## src/rtl/pipe_stage_skid_if.sv

```systemverilog
// Valid/ready handshake bundle between two pipeline stages, plus flush and stall/squash statistics.
// master = upstream/control side driving the stage, slave = the stage register itself.
interface pipe_stage_skid_if #(
  parameter int DATA_W = 32,
  parameter int CNT_W  = 16
);
  logic              in_valid;
  logic [DATA_W-1:0] in_data;
  logic              in_ready;
  logic              out_valid;
  logic [DATA_W-1:0] out_data;
  logic              out_ready;
  logic              flush;
  logic              stat_clr;
  logic [CNT_W-1:0]  stall_cnt;
  logic [1:0]        squash_cnt;

  modport master (
    output in_valid, in_data, out_ready, flush, stat_clr,
    input  in_ready, out_valid, out_data, stall_cnt, squash_cnt
  );

  modport slave (
    input  in_valid, in_data, out_ready, flush, stat_clr,
    output in_ready, out_valid, out_data, stall_cnt, squash_cnt
  );
endinterface

```

## src/rtl/pipe_stage_skid.sv

```systemverilog
// Elastic inter-stage pipeline register: main entry plus one skid entry so that
// in_ready is a pure state decode with no combinational path from out_ready.
module pipe_stage_skid #(
  parameter int                DATA_W  = 32,
  parameter int                CNT_W   = 16,
  parameter logic [DATA_W-1:0] CLR_VAL = '0
) (
  input  logic            CLK,
  input  logic            nRST,
  pipe_stage_skid_if.slave bus
);

  typedef enum logic [1:0] {
    EMPTY = 2'd0,
    ONE   = 2'd1,
    FULL  = 2'd2
  } state_t;

  state_t            state_q;
  logic [DATA_W-1:0] main_q;
  logic [DATA_W-1:0] skid_q;
  logic [CNT_W-1:0]  stall_q;
  logic [1:0]        squash_q;

  logic       in_ready;
  logic       out_valid;
  logic       in_fire;
  logic       out_fire;
  logic [1:0] held;

  assign in_ready  = (state_q != FULL);
  assign out_valid = (state_q != EMPTY);
  assign in_fire   = bus.in_valid & in_ready;
  assign out_fire  = out_valid & bus.out_ready;

  always_comb begin
    held = 2'd0;
    case (state_q)
      ONE:     held = 2'd1;
      FULL:    held = 2'd2;
      default: held = 2'd0;
    endcase
  end

  always_ff @(posedge CLK or negedge nRST) begin
    if (!nRST) begin
      state_q  <= EMPTY;
      main_q   <= CLR_VAL;
      skid_q   <= CLR_VAL;
      stall_q  <= '0;
      squash_q <= 2'd0;
    end else begin
      // Stall statistics use pre-edge occupancy, so a stalled flush cycle still counts.
      if (bus.stat_clr) begin
        stall_q <= '0;
      end else if (out_valid && !bus.out_ready && (stall_q != {CNT_W{1'b1}})) begin
        stall_q <= stall_q + 1'b1;
      end

      squash_q <= 2'd0;

      if (bus.flush) begin
        // A bundle consumed downstream in the flush cycle is not a squash.
        state_q  <= EMPTY;
        main_q   <= CLR_VAL;
        skid_q   <= CLR_VAL;
        squash_q <= held - {1'b0, out_fire};
      end else begin
        case (state_q)
          EMPTY: begin
            if (in_fire) begin
              state_q <= ONE;
              main_q  <= bus.in_data;
            end
          end
          ONE: begin
            if (in_fire && out_fire) begin
              main_q <= bus.in_data;
            end else if (in_fire) begin
              state_q <= FULL;
              skid_q  <= bus.in_data;
            end else if (out_fire) begin
              state_q <= EMPTY;
            end
          end
          FULL: begin
            if (out_fire) begin
              state_q <= ONE;
              main_q  <= skid_q;
            end
          end
          default: state_q <= EMPTY;
        endcase
      end
    end
  end

  assign bus.in_ready   = in_ready;
  assign bus.out_valid  = out_valid;
  assign bus.out_data   = main_q;
  assign bus.stall_cnt  = stall_q;
  assign bus.squash_cnt = squash_q;

endmodule

```

## src/flat_wrapper.sv

```systemverilog
// flat-port wrapper written by rule: the top's interface ports become plain ports
module pipe_stage_skid_flat 
#(
  parameter int                DATA_W  = 32,
  parameter int                CNT_W   = 16,
  parameter logic [DATA_W-1:0] CLR_VAL = '0
)
  (CLK, nRST, bus_in_valid, bus_in_data, bus_out_ready, bus_flush, bus_stat_clr, bus_in_ready, bus_out_valid, bus_out_data, bus_stall_cnt, bus_squash_cnt);
  pipe_stage_skid_if #(.DATA_W(DATA_W), .CNT_W(CNT_W)) bus_i ();
  input  logic CLK;
  input  logic nRST;
  input wire logic [$bits(bus_i.in_valid)-1:0] bus_in_valid;
  input wire logic [$bits(bus_i.in_data)-1:0] bus_in_data;
  input wire logic [$bits(bus_i.out_ready)-1:0] bus_out_ready;
  input wire logic [$bits(bus_i.flush)-1:0] bus_flush;
  input wire logic [$bits(bus_i.stat_clr)-1:0] bus_stat_clr;
  output wire logic [$bits(bus_i.in_ready)-1:0] bus_in_ready;
  output wire logic [$bits(bus_i.out_valid)-1:0] bus_out_valid;
  output wire logic [$bits(bus_i.out_data)-1:0] bus_out_data;
  output wire logic [$bits(bus_i.stall_cnt)-1:0] bus_stall_cnt;
  output wire logic [$bits(bus_i.squash_cnt)-1:0] bus_squash_cnt;
  assign bus_i.in_valid = bus_in_valid;
  assign bus_i.in_data = bus_in_data;
  assign bus_i.out_ready = bus_out_ready;
  assign bus_i.flush = bus_flush;
  assign bus_i.stat_clr = bus_stat_clr;
  assign bus_in_ready = bus_i.in_ready;
  assign bus_out_valid = bus_i.out_valid;
  assign bus_out_data = bus_i.out_data;
  assign bus_stall_cnt = bus_i.stall_cnt;
  assign bus_squash_cnt = bus_i.squash_cnt;
  pipe_stage_skid #(.DATA_W(DATA_W), .CNT_W(CNT_W), .CLR_VAL(CLR_VAL)) u_core (.CLK(CLK), .nRST(nRST), .bus(bus_i));
endmodule
```

## config.mk

```make
export PLATFORM = sky130hd
export DESIGN_NAME = pipe_stage_skid_flat
export DESIGN_NICKNAME = d
export VERILOG_FILES = /design/src/rtl/pipe_stage_skid_if.sv /design/src/rtl/pipe_stage_skid.sv /design/src/flat_wrapper.sv
export SDC_FILE = /design/constraint.sdc
export NUM_CORES = 1
export LEC_CHECK = 0
export CORE_MARGIN = 3
export CORE_UTILIZATION = 40
export DETAILED_ROUTE_END_ITERATION = 12
export PLACE_DENSITY = 0.68
export SLEW_MARGIN = 20
export SYNTH_ARGS = -nofsm -noshare
export SYNTH_HDL_FRONTEND = slang
export SYNTH_SLANG_ARGS = --single-unit
```

## constraint.sdc

```tcl
create_clock -name CLK -period 3.6 [get_ports CLK]
set_input_delay 0.36 -clock CLK [delete_from_list [all_inputs] [get_ports CLK]]
set_output_delay 0.36 -clock CLK [all_outputs]
set_load 0.005 [all_outputs]
```

==> metrics.csv <==
stage;metric;value;unit
sta;fin_crit_sh;0.5955;
synthesis;syn_area;4008;um^2
synthesis;yosys_warnings;0;
critical_path;cp.required;3.86;ns
route;via_count;3207;
clock_tree;clk_path_buf_depth;2;
critical_path;slowest_stage;nor4_2;
power_and_ir_drop;ir_drop;0.2624;mV
outcome;status;complete, no violations;
clock_tree;clock_latency;0.35;ns
power_and_ir_drop;p_comb_frac;0.122;
power_and_ir_drop;leakagePower;2.013;nW
route;wl;9473;um
power_and_ir_drop;power_density;419.8;nW/um^2
synthesis;ys_ff_latch;84;
critical_path;startpoint_type;register;
critical_path;crit_chain;ha_1, nand4_1, nor4_2, o31ai_1, a21oi_1;
synthesis;synthTopCellsByArea;dfrtp_1, nand2_1, mux2i_1;
critical_path;cp-end-kind;register;
place;portBuffers;89;
final_layout;syn_to_final_growth;29.97;%
power_and_ir_drop;power.internal;1.678;mW
clock_tree;cts_setup_buffers;0;
final_layout;diodes;0;
sta;relSlewSlack;0.3351;
clock_tree;post_cts_resized;0;
clock_tree;cts_hold_buffers;0;
route;vias_per_cell;5.266;
final_layout;multi_input_area;1729;um^2
route;ant_nets;0;
critical_path;slowest_delay;0.80;ns
sta;final_max_slew_viol_count;0;
synthesis;synth_cell_types;43;
power_and_ir_drop;p_total;2.187;mW
die;design.core.area;9503;um^2
synthesis;synth_fp_nets;439;
die;ios;90;
critical_path;crit_arrival;2.40;ns
final_layout;drive_gt1_frac;0.07500;
power_and_ir_drop;pwr-share-seq;0.463;
sta;worst_pin_slew;0.9891;ns
job;cap_violations;0;
synthesis;synthCells;399;
critical_path;path_buf_inv;0;
clock_tree;cts-buffers-inserted;9;
grt;first_global_vias;3137;
clock_tree;cts.sinks;84;
place;dp_slack;1.125;ns
clock_tree;cts_max_level;3;
synthesis;netlist.area_leader.share;0.5245;
final_layout;fillers;888;
clock_tree;cts-root-buf;clkbuf_8;
clock_tree;cts_tree;done;
sta;finalHoldWorstSlack;0.01671;ns
sta;clock.fmax;466.5;MHz
synthesis;yosysTopAreaCell;dfrtp_1;
sta;setup_ws;1.456;ns
sta;clock_skew;0.01060;ns
route;drtIter0Drc;138;
min_path;worst_hold_path_type;in2async;
grt;grt_usage;0.1723;
die;core.rowCount;35;
place;place.gp.congestion;0.7972;
synthesis;seq_area_frac_synth;0.5245;
synthesis;post_synth.cell_area_avg;10.04;um^2
place;dp_hpwl;5993;um
critical_path;r2r_slack;1.46;ns
grt;grt_pass1_wl;15700;um
critical_path;crit_type;reg2reg;
die;dieArea;11260;um^2
clock_tree;cts.clk_slew.worst_paths;0.09;ns
die;chipWidth;106.1;um
power_and_ir_drop;p_clk_frac;0.415;
die;start_util;0.4217;
final_layout;utilization;0.5481;
grt;grt_max_degree;85;
power_and_ir_drop;swShare;0.2327;
sta;finalSetupViolCount;0;
critical_path;critPathMaxFanout;13;
sta;rsz0062_at_grt;no;
critical_path;path_delay_family;simple AND/OR/NAND/NOR gates;
sta;report.final.hold_viol_count;0;
route;wl_per_cell;15.56;um
final_layout;finalNetCount;515;
sta;post-route-min-period;2.144;ns
die;die_y;106.1;um
grt;antenna_found_initial;0;
sta;tns;0;ns
final_layout;register_area;2102;um^2
route;drtPass1Iterations;4;
route;route.detailed.drc;0;
power_and_ir_drop;p_sw;508.9;uW
grt;grt_overflow;0;
-- kinds of logic after synthesis --
logic type / count (synthesis) / share of synthesized area
xor+xnor: 3 / 0.006558
buf+inv: 33 / 0.04652
simple gates: 146 / 0.1692
flops: 84 / 0.5245
fa+ha+maj: 2 / 0.006243
compound gates: 98 / 0.1645
mux: 33 / 0.08242
-- power by group through the flow --
| stage | combinational, mW | clock (mW) | sequential (mW) |
|---|---|---|---|
| final | 0.267 | 0.907 | 1.01 |
| after global routing | 0.295 | 0.959 | 1.02 |
| after CTS | 0.272 | 0.920 | 1.01 |
| after detailed placement | 0.271 | 0 | 1.03 |
| after global placement | 0.265 | 0 | 1.03 |
| after floorplan | 0.116 | 0 | 1.03 |
-- path summary, 6_finish.rpt --
check / from / endpoint / depth (start not counted)
max: u_core.bus.stall_cnt[0] / u_core.bus.stall_cnt[14] / 5
min: nRST / u_core.bus.stall_cnt[9] / 1
max reg2reg: u_core.bus.stall_cnt[0] / u_core.bus.stall_cnt[14] / 5
min reg2reg: u_core.bus.out_data[31] / u_core.bus.out_data[31] / 2
max in group asynchronous: nRST / u_core.bus.stall_cnt[12] / 1
min in group CLK: u_core.bus.out_data[31] / u_core.bus.out_data[31] / 2
-- worst register-to-register path: stages (launching register included) --
cell and delay, ns:
dfrtp_1 0.43, ha_1 0.24, nand4_1 0.20, nor4_2 0.80
o31ai_1 0.19, a21oi_1 0.18
-- synth_stat cells, drive strengths merged --
cell type / n
a211oi: 1
a21oi: 46
a221oi: 1
a2bb2oi: 1
and2: 2
and3: 3
and4: 1
buf: 14
clkbuf: 16
dfrtp: 84
ha: 2
inv: 3
mux2i: 33
nand2: 101
nand2b: 3
nand3: 5
nand3b: 1
nand4: 6
nor2: 4
nor2b: 3
nor4: 1
o211ai: 1
o21ai: 5
o21ba: 1
o31a: 1
o31ai: 39
o41ai: 2
or2: 2
or3: 7
or4: 7
xnor2: 1
xor2: 2
-- sequential cells by signal, indices dropped and copies added, names as in the netlist --
name,flops
u_core.bus.out_data,32
u_core.skid_q,32
u_core.bus.stall_cnt,16
u_core.bus.squash_cnt,2
u_core.state_q,2
-- per-stage QoR --
stage | std cells | cell area [um^2]
after CTS | 609 | 5205
after detailed placement | 593 | 4932
after global placement | 593 | 4932
after global routing | 609 | 5209
after floorplan | 399 | 4008
final | 609 | 5209
-- layout by cell type (no fill, tap or decap), types with 2 or more instances in the layout --
| master | count |
|---|---|
| o31ai_1 | 39 |
| inv_1 | 2 |
| ha_1 | 2 |
| clkdlybuf4s50_1 | 87 |
| o21ai_1 | 4 |
| dfrtp_1 | 84 |
| nor2_1 | 3 |
| bufinv_16 | 4 |
| mux2i_1 | 33 |
| nand3_1 | 5 |
| nand4_1 | 5 |
| nand2_1 | 100 |
| a21oi_1 | 46 |
| clkbuf_8 | 10 |
| and3_1 | 2 |
| or3_1 | 6 |
| xor2_1 | 2 |
| and2_1 | 2 |
| clkinvlp_4 | 2 |
| nand2b_1 | 3 |
| nor2b_1 | 2 |
| buf_4 | 6 |
| or4_1 | 7 |
-- layer usage --
metal,wire length [um],GRT usage,share of wire,up-vias
met5,0,0,0,-
met4,114,0.06013,0.012,0
met3,439,0.03036,0.046,12
met2,4646,0.2769,0.49,77
met1,4272,0.2357,0.45,1558
li1,-,-,-,1560
-- final cells by class --
class | instances | area share
Clock buffer | 10 | 0.02642
Clock inverter | 6 | 0.02594
Inverter | 3 | 0.002162
Multi-Input combinational cell | 282 | 0.3320
Sequential cell | 84 | 0.4036
Tap cell | 129 | 0.03099
Timing Repair Buffer | 95 | 0.1790
Power figures use the tool's default switching activity.
